**src/rtl/k_lsu_pkg.sv**
```systemverilog
// Shared definitions for the load/store unit: opcodes, FSM states,
// access-size decode and the store/misalignment classification helpers.
package k_lsu_pkg;

  // Memory operation codes presented by EX/MEM.
  localparam logic [2:0] OP_LB  = 3'b000;
  localparam logic [2:0] OP_LH  = 3'b001;
  localparam logic [2:0] OP_LW  = 3'b010;
  localparam logic [2:0] OP_SW  = 3'b011;
  localparam logic [2:0] OP_LBU = 3'b100;
  localparam logic [2:0] OP_LHU = 3'b101;
  localparam logic [2:0] OP_SB  = 3'b110;
  localparam logic [2:0] OP_SH  = 3'b111;

  // Controller states; the unit is only ready to accept in ST_IDLE.
  typedef enum logic [2:0] {
    ST_IDLE      = 3'd0,
    ST_LOAD      = 3'd1,
    ST_WRITE     = 3'd2,
    ST_RMW_READ  = 3'd3,
    ST_RMW_WRITE = 3'd4
  } lsu_state_t;

  // Width of the data touched by an operation.
  typedef enum logic [1:0] {
    SZ_BYTE = 2'd0,
    SZ_HALF = 2'd1,
    SZ_WORD = 2'd2
  } lsu_size_t;

  function automatic lsu_size_t op_size(input logic [2:0] op);
    case (op)
      OP_LB, OP_LBU, OP_SB: return SZ_BYTE;
      OP_LH, OP_LHU, OP_SH: return SZ_HALF;
      default:              return SZ_WORD;
    endcase
  endfunction

  // Unsigned loads zero-extend; everything else sign-extends (stores ignore it).
  function automatic logic op_unsigned(input logic [2:0] op);
    return (op == OP_LBU) || (op == OP_LHU);
  endfunction

  function automatic logic is_store(input logic [2:0] op);
    return (op == OP_SW) || (op == OP_SB) || (op == OP_SH);
  endfunction

  // Halfwords need an even address, words a multiple of four; bytes always fit.
  function automatic logic is_misaligned(input logic [2:0] op, input logic [1:0] off);
    case (op)
      OP_LH, OP_LHU, OP_SH: return off[0];
      OP_LW, OP_SW:         return off != 2'b00;
      default:              return 1'b0;
    endcase
  endfunction

endpackage

```
**src/rtl/k_lsu_lane.sv**
```systemverilog
// Combinational lane logic for a big-endian word: extracts and extends the
// addressed byte/halfword for loads, and merges the low store byte/halfword
// into the addressed lane for read-modify-write stores.
module k_lsu_lane
  import k_lsu_pkg::*;
(
  input  logic [31:0] word,
  input  logic [1:0]  offset,
  input  logic [2:0]  op,
  input  logic [15:0] store_data,
  output logic [31:0] load_value,
  output logic [31:0] merged_word
);

  lsu_size_t   size;
  logic        zext;
  logic [7:0]  byte_lane;
  logic [15:0] half_lane;

  assign size = op_size(op);
  assign zext = op_unsigned(op);

  // Select the addressed lane; offset 0 is the most significant byte.
  always_comb begin
    byte_lane = word[31:24];
    case (offset)
      2'd0:    byte_lane = word[31:24];
      2'd1:    byte_lane = word[23:16];
      2'd2:    byte_lane = word[15:8];
      default: byte_lane = word[7:0];
    endcase
    half_lane = offset[1] ? word[15:0] : word[31:16];
  end

  // Extend the selected lane to a full word for the writeback path.
  always_comb begin
    load_value = word;
    case (size)
      SZ_BYTE: load_value = zext ? {24'h000000, byte_lane}
                                 : {{24{byte_lane[7]}}, byte_lane};
      SZ_HALF: load_value = zext ? {16'h0000, half_lane}
                                 : {{16{half_lane[15]}}, half_lane};
      default: load_value = word;
    endcase
  end

  // Overlay the store byte/halfword onto the word just read from memory.
  always_comb begin
    merged_word = word;
    case (size)
      SZ_BYTE: begin
        case (offset)
          2'd0:    merged_word[31:24] = store_data[7:0];
          2'd1:    merged_word[23:16] = store_data[7:0];
          2'd2:    merged_word[15:8]  = store_data[7:0];
          default: merged_word[7:0]   = store_data[7:0];
        endcase
      end
      SZ_HALF: begin
        if (offset[1]) merged_word[15:0]  = store_data;
        else           merged_word[31:16] = store_data;
      end
      default: merged_word = word;
    endcase
  end

endmodule

```
**src/rtl/k_load_store_unit.sv**
```systemverilog
// Load/store unit between EX/MEM and a word-wide data memory. One operation
// at a time; sub-word stores are done as read-modify-write; misaligned
// requests are answered with an error and never reach memory.
module k_load_store_unit
  import k_lsu_pkg::*;
#(
  parameter int ADDR_W = 32,
  parameter int DATA_W = 32
) (
  input  logic              K_clk,
  input  logic              K_reset,
  input  logic              K_req_valid,
  output logic              K_req_ready,
  input  logic [2:0]        K_req_op,
  input  logic [ADDR_W-1:0] K_req_addr,
  input  logic [DATA_W-1:0] K_req_store_data,
  output logic              K_resp_valid,
  output logic [DATA_W-1:0] K_resp_data,
  output logic              K_addr_error,
  output logic [ADDR_W-1:0] K_mem_addr,
  output logic [DATA_W-1:0] K_mem_write_data,
  output logic              K_MemWrite,
  input  logic [DATA_W-1:0] K_mem_read_data
);

  lsu_state_t  state;
  logic        accept;
  logic [2:0]  op_q;
  logic [1:0]  off_q;
  logic [15:0] store_q;
  logic [31:0] load_value;
  logic [31:0] merged_word;

  assign K_req_ready = (state == ST_IDLE);
  assign accept      = K_req_valid && K_req_ready;

  // Both the load path and the RMW read path use the same lane logic,
  // driven by the request fields captured at accept.
  k_lsu_lane u_lane (
    .word        (K_mem_read_data),
    .offset      (off_q),
    .op          (op_q),
    .store_data  (store_q),
    .load_value  (load_value),
    .merged_word (merged_word)
  );

  // Capture the request fields needed after accept; upstream may change them.
  always_ff @(posedge K_clk) begin
    if (accept) begin
      op_q    <= K_req_op;
      off_q   <= K_req_addr[1:0];
      store_q <= K_req_store_data[15:0];
    end
  end

  // Controller FSM with registered memory strobes and response outputs.
  // The write strobe is raised on the edge entering WRITE/RMW_WRITE so it is
  // high for exactly that one state; reset drops it along with everything else.
  always_ff @(posedge K_clk) begin
    if (K_reset) begin
      state            <= ST_IDLE;
      K_resp_valid     <= 1'b0;
      K_resp_data      <= '0;
      K_addr_error     <= 1'b0;
      K_MemWrite       <= 1'b0;
      K_mem_addr       <= '0;
      K_mem_write_data <= '0;
    end else begin
      K_resp_valid <= 1'b0;
      K_resp_data  <= '0;
      K_addr_error <= 1'b0;
      K_MemWrite   <= 1'b0;
      case (state)
        ST_IDLE: begin
          if (accept) begin
            if (is_misaligned(K_req_op, K_req_addr[1:0])) begin
              K_resp_valid <= 1'b1;
              K_addr_error <= 1'b1;
            end else begin
              K_mem_addr <= {K_req_addr[ADDR_W-1:2], 2'b00};
              if (K_req_op == OP_SW) begin
                K_mem_write_data <= K_req_store_data;
                K_MemWrite       <= 1'b1;
                state            <= ST_WRITE;
              end else if (is_store(K_req_op)) begin
                state <= ST_RMW_READ;
              end else begin
                state <= ST_LOAD;
              end
            end
          end
        end
        ST_LOAD: begin
          K_resp_valid <= 1'b1;
          K_resp_data  <= load_value;
          state        <= ST_IDLE;
        end
        ST_WRITE: begin
          K_resp_valid <= 1'b1;
          state        <= ST_IDLE;
        end
        ST_RMW_READ: begin
          K_mem_write_data <= merged_word;
          K_MemWrite       <= 1'b1;
          state            <= ST_RMW_WRITE;
        end
        ST_RMW_WRITE: begin
          K_resp_valid <= 1'b1;
          state        <= ST_IDLE;
        end
        default: state <= ST_IDLE;
      endcase
    end
  end

endmodule

```
**config.mk**
```make
export PLATFORM = sky130hd
export DESIGN_NAME = k_load_store_unit
export DESIGN_NICKNAME = d
export VERILOG_FILES = /design/src/rtl/k_lsu_pkg.sv /design/src/rtl/k_lsu_lane.sv /design/src/rtl/k_load_store_unit.sv
export SDC_FILE = /design/constraint.sdc
export NUM_CORES = 1
export LEC_CHECK = 0
export CAP_MARGIN = 10
export CORE_MARGIN = 3
export CORE_UTILIZATION = 41
export CTS_CLUSTER_SIZE = 8
export DETAILED_ROUTE_END_ITERATION = 10
export PLACE_DENSITY_LB_ADDON = 0.15
export SLEW_MARGIN = 20
export SYNTH_ARGS = -nofsm -noshare
export SYNTH_HDL_FRONTEND = slang
export SYNTH_SLANG_ARGS = --single-unit
```
**constraint.sdc**
```tcl
create_clock -name K_clk -period 2.18 [get_ports K_clk]
set_clock_uncertainty 0.05 [all_clocks]
set_input_delay 0.327 -clock K_clk [delete_from_list [all_inputs] [get_ports K_clk]]
set_output_delay 0.327 -clock K_clk [all_outputs]
set_load 0.01 [all_outputs]
```
==> results of run 1 <==
cells in the final DEF (no fill, tap or decap), types with 3 or more instances in the layout:
| cell type | synthesis | routed |
|---|---|---|
| o21ai_0 | 31 | 31 |
| clkinv_2 | 0 | 5 |
| mux2_2 | 14 | 14 |
| a21oi_1 | 61 | 61 |
| clkbuf_16 | 0 | 17 |
| mux4_2 | 8 | 8 |
| and3_1 | 19 | 19 |
| dfxtp_1 | 100 | 100 |
| edfxtp_1 | 21 | 21 |
| clkinv_1 | 0 | 3 |
| nor4b_4 | 2 | 3 |
| nor2b_1 | 4 | 4 |
| a222oi_1 | 11 | 11 |
| a31o_2 | 8 | 8 |
| bufinv_16 | 0 | 3 |
| a31oi_1 | 9 | 9 |
| a21o_1 | 16 | 16 |
| clkdlybuf4s50_1 | 0 | 198 |
| mux2i_1 | 10 | 10 |
| buf_4 | 5 | 44 |
| buf_12 | 0 | 7 |
| a22oi_1 | 11 | 11 |
| o221ai_1 | 23 | 23 |
| o21ai_2 | 8 | 8 |
| nand2b_1 | 5 | 5 |
| nor2_1 | 5 | 5 |
| or3_1 | 9 | 9 |
| a31o_1 | 3 | 3 |
| nand2_1 | 117 | 117 |
| a211oi_1 | 11 | 11 |
| a211oi_2 | 6 | 6 |
power by group through the flow:
| stage | combinational [uW] | sequential, uW | clock (uW) |
|---|---|---|---|
| after floorplan | 383 | 2490 | 0 |
| after global placement | 904 | 2480 | 0 |
| after detailed placement | 914 | 2480 | 0 |
| after CTS | 920 | 2440 | 2820 |
| after global routing | 994 | 2440 | 2920 |
| final | 933 | 2440 | 2770 |
stage by stage:
stage	TNS [ns]	util, %	total power, uW	hold WS, ns
global placement	0	60.4	3380	0.394
detailed placement	0	60.4	3390	0.399
finish	0	65.1	6150	0.227
floorplan	-6.41	-	2870	0.376
global route	0	65.1	6360	0.232
CTS	0	64.8	6180	0.206
what timing repair did:
action	CTS	global route
resized for setup	0	2
setup endpoints to repair	0	11
buffers inserted	0	2
cells by family (layout without fill, tap and decap cells):
kind of cell	Yosys count	count (layout)
AO/OA/AOI/OAI	210	210
AND/OR/NAND/NOR	176	176
flip-flops	121	121
buffers and inverters	58	285
multiplexers	32	32
other	1	2
state kept, by name, indices dropped and copies added, names as in the netlist:
signal,flops
off_q,2
K_mem_write_data,32
K_mem_addr,30
K_addr_error,1
op_q,3
K_resp_valid,1
state,3
K_resp_data,32
store_q,16
K_MemWrite,1
worst paths after layout:
path,start,to,slack (ns),depth (start not counted)
max,state[2],K_req_ready,0.13,2
min,K_reset,K_mem_write_data[4],0.23,2
max reg2reg,op_q[0],K_mem_write_data[25],0.28,4
min reg2reg,K_mem_addr[10],K_mem_addr[10],0.40,2
synth_stat cells (6+ instances only):
cell type	n	share of area (%)
clkbuf_1	33	2.2
a21o_1	16	2.1
and3_1	19	2.1
o21ai_0	31	2.7
buf_2	10	0.88
mux2i_1	10	1.8
a211oi_2	6	1.3
edfxtp_1	21	11
nand2_1	117	7.7
a222oi_1	11	1.9
a31oi_1	9	0.99
mux4_2	8	3.2
or3_1	9	0.99
a21oi_1	61	5.4
a31o_2	8	1.2
a22oi_1	11	1.4
o221ai_1	23	3.5
a211oi_1	11	1.4
mux2_2	14	2.8
o21ai_2	8	1.2
dfxtp_1	100	35
worst max-delay path, cell delays in order, from the launching register on:
cell,delay (ns)
dfxtp_1,0.41
nor3_2,0.26
clkdlybuf4s50_1,0.59
layer usage:
metal / wire length, um / up-vias
met5: 0 / -
li1: - / 2656
met2: 8980 / 373
met1: 7800 / 2755
met4: 508 / 0
met3: 2470 / 44
cell type report:
type | count | share of cell area [%]
multi-input combinational | 420 | 32.2
clock inverter | 11 | 1.45
tap | 176 | 2.53
clock buffer | 21 | 5.28
inverter | 3 | 0.129
timing repair buffer | 250 | 28.2
sequential | 121 | 30.2
==> impl_metrics.env, run 1 <==
export IMPL_status="finished clean"
export IMPL_slew_headroom_pct=52.9
export IMPL_setup_ws_ns=0.131
export IMPL_cp_max_fo=7
export IMPL_yosys_register_bits=121
export IMPL_drt_pass1_iterations=6
export IMPL_track_usage_pct=25.3
export IMPL_syn_inst=598
export IMPL_cts_clk_slew_worst_paths_ns=0.05
export IMPL_finish_instance_area_um2=8720
export IMPL_vias=5828
export IMPL_clock_sinks=121
export IMPL_dpl_cell_count=968
export IMPL_synth_compound_area_share_pct=25.8
export IMPL_power_density_nw_per_um2=705
export IMPL_synth_adder_area_share_pct=0
export IMPL_synth_mux_area_share_pct=7.68
export IMPL_place_congestion=0.942
export IMPL_synth_edf_count=21
export IMPL_dp_hpwl_um=14300
export IMPL_drive_gt1_share_pct=16.6
export IMPL_cts_tree="done"
export IMPL_synth_top_flop_cell="dfxtp_1"
export IMPL_nets=915
export IMPL_placedInstanceArea_um2=8100
export IMPL_io_buffers=199
export IMPL_antenna_found_initial=0
export IMPL_synth_xor_area_share_pct=0
export IMPL_finalNonFillerCells=1002
export IMPL_busiest_layer="met2"
export IMPL_cts_root_buf="clkbuf_16"
export IMPL_cts_htree_levels=4
export IMPL_wl_per_cell_um=19.7
export IMPL_groute_layer_met2_usage_pct=38.9
export IMPL_period_needed_ns=2.05
export IMPL_drt_wl_total_um=19800
export IMPL_globalRouteMet3Util_pct=9.40
export IMPL_synth_top_family_by_area="compound AO/OA/AOI/OAI gates"
export IMPL_use_met1_pct=32.9
export IMPL_io_pins=202
export IMPL_grt_pass1_wl_um=29900
export IMPL_ys_warn_count=0
export IMPL_irDropWorstVdd_mv=0.533
export IMPL_tightest_slew_ns=0.702
export IMPL_syn_area_per_cell_um2=9.54
export IMPL_hold_violations=0
export IMPL_p_seq_share_pct=39.7
export IMPL_vias_per_cell=5.82
export IMPL_p_int_uw=4690
export IMPL_synthArstFlopShare_pct=0
export IMPL_clock_power_share_pct=45.1
export IMPL_n_antenna_cell=0
export IMPL_critPathKind="register to primary output"
export IMPL_clock_path_buffers=2
export IMPL_power_frac_comb_pct=15.2
export IMPL_grt_max_degree=45
export IMPL_worst_setup_path_end_kind="primary output"
export IMPL_required_ns=1.80
export IMPL_synth_cell_types=53
export IMPL_die_h_um=124
export IMPL_seqCellArea_um2=2630
export IMPL_num_rows=42
export IMPL_die_area_um2=15400
export IMPL_drtIter0Drc=606
export IMPL_setup_viol=0
export IMPL_worstSkewPairLatency_ns=0.42
export IMPL_worst_endpoint_arrival_ns=1.67
export IMPL_start_util_pct=42.6
export IMPL_rsz0062_at_grt="false"
export IMPL_grt_overflow=0
export IMPL_nFillCells=1104
export IMPL_drc=0
export IMPL_synth_simple_area_share_pct=15.3
export IMPL_period_share_pct=94.0
export IMPL_p_sw_uw=1450
export IMPL_dp_slack_ns=0.0246
export IMPL_syn_area_um2=5700
export IMPL_ys_seq_area_share_pct=46.2
export IMPL_min_path_type="input port to register"
export IMPL_syn2layout_area_growth_pct=52.9
export IMPL_hold_buffers=0
export IMPL_slew_viol_final=0
export IMPL_core_area_um2=13400
export IMPL_fmax_ghz=0.488
export IMPL_cp_start_kind="register"
export IMPL_die_w_um=124
export IMPL_switching_share_pct=23.6
export IMPL_multi_input_area_um2=2810
export IMPL_grt_pass1_vias=5465
export IMPL_cts_buffers=17
export IMPL_maxCapViolations=0
export IMPL_p_leak_uw=0.00330
export IMPL_drtAntennaViolNets=0
(Power assumes the default switching activity.)
==> inputs of run 2 (changes only) <==
PLACE_DENSITY = 0.75   (was default)
PLACE_DENSITY_LB_ADDON = default   (was 0.15)
==> run 2 against run 1 <==
  * Maximum frequency decreased by 2.5%
  * Worst setup slack got worse by 0.052 ns
  * Die area unchanged
  * Hold slack improved by 0.024 ns
  * Largest cell class unchanged
  * Largest power group unchanged
  * Clock power increased by 9.0%
==> impl_metrics.env, run 2 (same netlist as run 1, synthesis figures left out) <==
export IMPL_slew_viol_final=0
export IMPL_p_seq_share_pct=38.2
export IMPL_wl_met3_um=2570
export IMPL_cts_buffers=17
export IMPL_worstSkewPairLatency_ns=0.42
export IMPL_antenna_found_initial=0
export IMPL_finalNonFillerCells=998
export IMPL_dpl_cell_count=966
export IMPL_core_area_um2=13400
export IMPL_grt_max_degree=45
export IMPL_drc=0
export IMPL_r2r_setup_slack_ns=0.24
export IMPL_dp_hpwl_um=14500
export IMPL_drtAntennaViolNets=0
export IMPL_io_buffers=199
export IMPL_p_total_uw=6390
export IMPL_worst_setup_path_end_kind="primary output"
export IMPL_cts_root_buf="clkbuf_16"
export IMPL_drt_wl_total_um=20000
export IMPL_reg2regPathDepth=3
export IMPL_drive_gt1_share_pct=15.8
export IMPL_slew_headroom_pct=55.2
export IMPL_grt_pass1_vias=5605
export IMPL_p_sw_uw=1490
export IMPL_rsz0062_at_grt="false"
export IMPL_die_w_um=124
export IMPL_drtIter0Drc=618
export IMPL_min_path_type="input port to register"
export IMPL_cts_htree_levels=4
export IMPL_period_share_pct=96.4
export IMPL_cts_clk_slew_worst_paths_ns=0.06
export IMPL_wirelength_met1_um=7330
export IMPL_period_needed_ns=2.10
export IMPL_setup_viol=0
export IMPL_cp_max_fo=7
export IMPL_cp_startpoint="state[2]"
export IMPL_syn2layout_area_growth_pct=52.3
export IMPL_dr_wl_met2_um=9180
export IMPL_irDropWorstVdd_mv=0.464
export IMPL_hold_violations=0
export IMPL_drt_pass1_iterations=7
export IMPL_vias_per_cell=5.81
export IMPL_wl_per_cell_um=20.1
export IMPL_die_h_um=124
export IMPL_final_cell_mix="clkdlybuf4s50_1 (198), nand2_1 (117), dfxtp_1 (100)"
export IMPL_maxCapViolations=0
export IMPL_clock_sinks=121
export IMPL_vias=5795
export IMPL_final_common_cell="clkdlybuf4s50_1"
export IMPL_required_ns=1.80
export IMPL_grt_overflow=0
export IMPL_clock_power_share_pct=47.3
export IMPL_clock_path_buffers=2
export IMPL_rr_startpoint="off_q[0]"
export IMPL_p_leak_uw=0.00328
export IMPL_cts_tree="done"
export IMPL_io_pins=202
export IMPL_grt_pass1_wl_um=30100
export IMPL_top_layer="met4"
export IMPL_fmax_ghz=0.476
export IMPL_p_int_uw=4890
export IMPL_n_antenna_cell=0
export IMPL_place_congestion=0.982
export IMPL_cp_start_kind="register"
export IMPL_power_frac_comb_pct=14.5
export IMPL_switching_share_pct=23.4
export IMPL_power_density_nw_per_um2=735
export IMPL_largestRegisters="K_mem_write_data x32, K_resp_data x32, K_mem_addr x30"
export IMPL_start_util_pct=42.6
export IMPL_status="finished clean"
export IMPL_critPathKind="register to primary output"
export IMPL_final_util_pct=64.8
export IMPL_reg2reg_to="K_resp_data[12]"
export IMPL_crit_path_end="K_req_ready"
export IMPL_track_usage_pct=25.9
export IMPL_tightest_slew_ns=0.670
export IMPL_nets=911
export IMPL_worst_endpoint_arrival_ns=1.72
export IMPL_num_rows=42
export IMPL_die_area_um2=15400
-- run 2: changes by cell type in the layout (fill, tap and decap cells not counted), sizes merged --
cell,delta
clkinv,-2
bufinv,+2
buf,-4
-- run 2: cell type report --
type	count	area (um^2)
repair buffers	246	2400
multi-input cells	420	2800
fillers	1093	4710
inverters	3	11.3
clock inverters	11	175
well taps	176	220
clock buffers	21	450
flip-flops and latches	121	2630
-- run 2: worst max-delay path, cell delays in order (launching register included) --
cell and delay, ns:
dfxtp_1 0.39, nor3_1 0.30, clkdlybuf4s50_1 0.61
-- run 2: how the worst min path moves through the flow --
stage,from,depth (start not counted),endpoint
final,K_reset,2,K_mem_write_data[4]
after global routing,K_reset,2,K_mem_write_data[4]
after CTS,K_reset,2,K_mem_write_data[4]
after detailed placement,K_mem_write_data[14],2,K_mem_write_data[14]
after global placement,K_mem_addr[2],2,K_mem_addr[2]
after floorplan,K_req_addr[0],0,off_q[0]
-- run 2: per-layer routing --
| metal | track usage, % | up-vias |
|---|---|---|
| met5 | 0 | - |
| met4 | 13.9 | 0 |
| met3 | 9.31 | 73 |
| met2 | 41.0 | 372 |
| met1 | 30.7 | 2700 |
| li1 | - | 2650 |
-- run 2: power by group through the flow --
| stage | Sequential (uW) | Combinational, uW | Clock [uW] |
|---|---|---|---|
| after global placement | 2480 | 893 | 0 |
| after floorplan | 2490 | 383 | 0 |
| after global routing | 2450 | 987 | 3140 |
| final | 2440 | 925 | 3020 |
| after CTS | 2440 | 917 | 3050 |
| after detailed placement | 2480 | 907 | 0 |
-- run 2: metrics by stage --
stage / cell area (um^2) / hold WS, ns / TNS (ns) / setup WS (ns)
detailed placement: 8060 / 0.403 / 0 / 0.0211
global placement: 8060 / 0.393 / 0 / 0.0563
floorplan: 5730 / 0.376 / -6.41 / -0.177
global route: 8690 / 0.273 / 0 / 0.00909
finish: 8690 / 0.251 / 0 / 0.0791
CTS: 8680 / 0.234 / 0 / 0.0257
-- run 2: what timing repair did --
item,in CTS,in global routing
buffers inserted,0,0
setup endpoints to repair,0,8
resized for setup,0,1
hold buffers,0,0
==> inputs of run 3 (changes only) <==
CORE_UTILIZATION = 30   (was 41)
PLACE_DENSITY = 0.57   (was 0.75)
==> run 3 against run 2 <==
  * Sequential share of layout area decreased by 0.27 points
  * Sequential power barely moved
  * Critical path depth stayed put
  * Design area is 0.91% higher
  * Utilization decreased by 17 points
  * Critical path type unchanged
  * Highest routed layer is now met5
  * First-iteration DRC count is 4.5% lower
  * Clock power down 13%
  * Worst setup slack better by 0.042 ns
==> impl_metrics.env, run 3 (same netlist as run 1, synthesis figures left out) <==
export IMPL_dp_slack_ns=0.113
export IMPL_cts_htree_levels=4
export IMPL_worst_setup_path_end_kind="primary output"
export IMPL_cts_root_buf="clkbuf_16"
export IMPL_dp_hpwl_um=16400
export IMPL_irDropWorstVdd_mv=0.583
export IMPL_r2r_setup_slack_ns=0.21
export IMPL_io_buffers=199
export IMPL_finalNonFillerCells=1061
export IMPL_grt_overflow=0
export IMPL_cts_clk_slew_worst_paths_ns=0.05
export IMPL_drc=0
export IMPL_slew_headroom_pct=52.8
export IMPL_fmax_ghz=0.486
export IMPL_setup_ws_ns=0.121
export IMPL_cts_tree="done"
export IMPL_min_delay_worst_endpoint="state[2]"
export IMPL_final_util_pct=47.8
export IMPL_p_sw_uw=1620
export IMPL_die_area_um2=20700
export IMPL_place_congestion=0.913
export IMPL_power_density_nw_per_um2=685
export IMPL_critPathKind="register to primary output"
export IMPL_cp_max_fo=7
export IMPL_p_leak_uw=0.00330
export IMPL_p_int_uw=4390
export IMPL_setup_viol=0
export IMPL_worstSkewPairLatency_ns=0.43
export IMPL_hp_start="K_reset"
export IMPL_finish_instance_area_um2=8770
export IMPL_syn2layout_area_growth_pct=53.7
export IMPL_reg2reg_to="K_mem_write_data[10]"
export IMPL_required_ns=1.80
export IMPL_switching_share_pct=27.0
export IMPL_slew_viol_final=0
export IMPL_whs_path_depth=3
export IMPL_cp_start_kind="register"
export IMPL_period_needed_ns=2.06
export IMPL_io_pins=202
export IMPL_grt_pass1_wl_um=33300
export IMPL_p_seq_share_pct=40.6
export IMPL_cts_setup_buffers=0
export IMPL_nets=921
export IMPL_grt_pass1_vias=5793
export IMPL_rsz0062_at_grt="false"
export IMPL_grt_max_degree=45
export IMPL_num_rows=49
export IMPL_die_h_um=144
export IMPL_min_path_type="input port to register"
export IMPL_clock_sinks=121
export IMPL_track_usage_pct=21.0
export IMPL_final_common_cell="clkdlybuf4s50_1"
export IMPL_placedInstanceArea_um2=8210
export IMPL_vias_per_cell=5.46
export IMPL_cts_resized=1
export IMPL_final_cell_mix="clkdlybuf4s50_1 (198), nand2_1 (117), dfxtp_1 (100)"
export IMPL_status="finished clean"
export IMPL_wl_per_cell_um=20.6
export IMPL_clock_path_buffers=2
export IMPL_core_area_um2=18300
export IMPL_vias=5794
export IMPL_drtAntennaViolNets=0
export IMPL_drtIter0Drc=590
export IMPL_period_share_pct=94.5
export IMPL_n_antenna_cell=0
export IMPL_drive_gt1_share_pct=17.8
export IMPL_largestRegisters="K_mem_write_data x32, K_resp_data x32, K_mem_addr x30"
export IMPL_hold_slack_ns=0.390
export IMPL_cts_buffers=17
export IMPL_start_util_pct=31.1
export IMPL_rr_startpoint="off_q[0]"
export IMPL_drt_pass1_iterations=6
export IMPL_worst_endpoint_arrival_ns=1.68
export IMPL_drt_wl_total_um=21800
export IMPL_dpl_cell_count=1029
export IMPL_die_w_um=144
export IMPL_power_frac_comb_pct=15.8
export IMPL_maxCapViolations=0
export IMPL_clock_power_share_pct=43.6
export IMPL_hold_violations=0
export IMPL_hold_buffers=0
export IMPL_antenna_found_initial=1
export IMPL_tightest_slew_ns=0.706
export IMPL_reg2regPathDepth=5
-- run 3: cell count changes in the layout (fill, tap and decap cells not counted), moves of 3 or more --
cell	delta
buf_4	+9
bufinv_16	-5
clkinv_1	-4
inv_4	+4
clkbuf_1	-3
clkinvlp_4	+3
-- run 3: worst max-delay path: stages, from the launching register on --
cell and delay, ns:
dfxtp_1 0.40, nor3_2 0.29, clkdlybuf4s50_1 0.58
-- run 3: power groups by stage --
| stage | logic (uW) | clock network [uW] | registers (uW) |
|---|---|---|---|
| 6_report | 952 | 2620 | 2440 |
| 5_1_grt | 1020 | 2770 | 2450 |
| 4_1_cts | 947 | 2660 | 2440 |
| 3_5_place_dp | 941 | 0 | 2480 |
| 3_3_place_gp | 930 | 0 | 2480 |
| 2_1_floorplan | 383 | 0 | 2490 |
-- run 3: cell type report --
type | count | area, um^2
clock buffer | 19 | 453
clock inverter | 13 | 92.6
fill | 1700 | 9560
inverter | 3 | 11.3
multi-input combinational | 420 | 2800
sequential | 121 | 2630
tap | 229 | 287
timing repair buffer | 256 | 2490
-- run 3: per-stage QoR --
step / setup TNS (ns) / power [uW]
floorplan: -6.41 / 2870
global placement: 0 / 3410
detailed placement: 0 / 3420
CTS: 0 / 6050
global route: 0 / 6240
finish: 0 / 6010
-- run 3: worst max path at each step --
| stage | startpoint | end | slack (ns) |
|---|---|---|---|
| floorplan | state[1] | K_mem_write_data[10] | -0.18 |
| global placement | K_req_op[0] | K_mem_write_data[31] | 0.17 |
| detailed placement | K_mem_read_data[31] | K_resp_data[20] | 0.11 |
| CTS | state[2] | K_req_ready | 0.06 |
| global route | state[2] | K_req_ready | 0.03 |
| finish | state[2] | K_req_ready | 0.12 |
-- run 3: per-layer routing --
metal  wire length, um  global-route usage, %  share of wire [%]
met5                13                      0              0.060
met4               506                   7.23                2.3
met3              2190                   7.49                 10
met2             10300                   34.3                 47
met1              8800                   25.7                 40
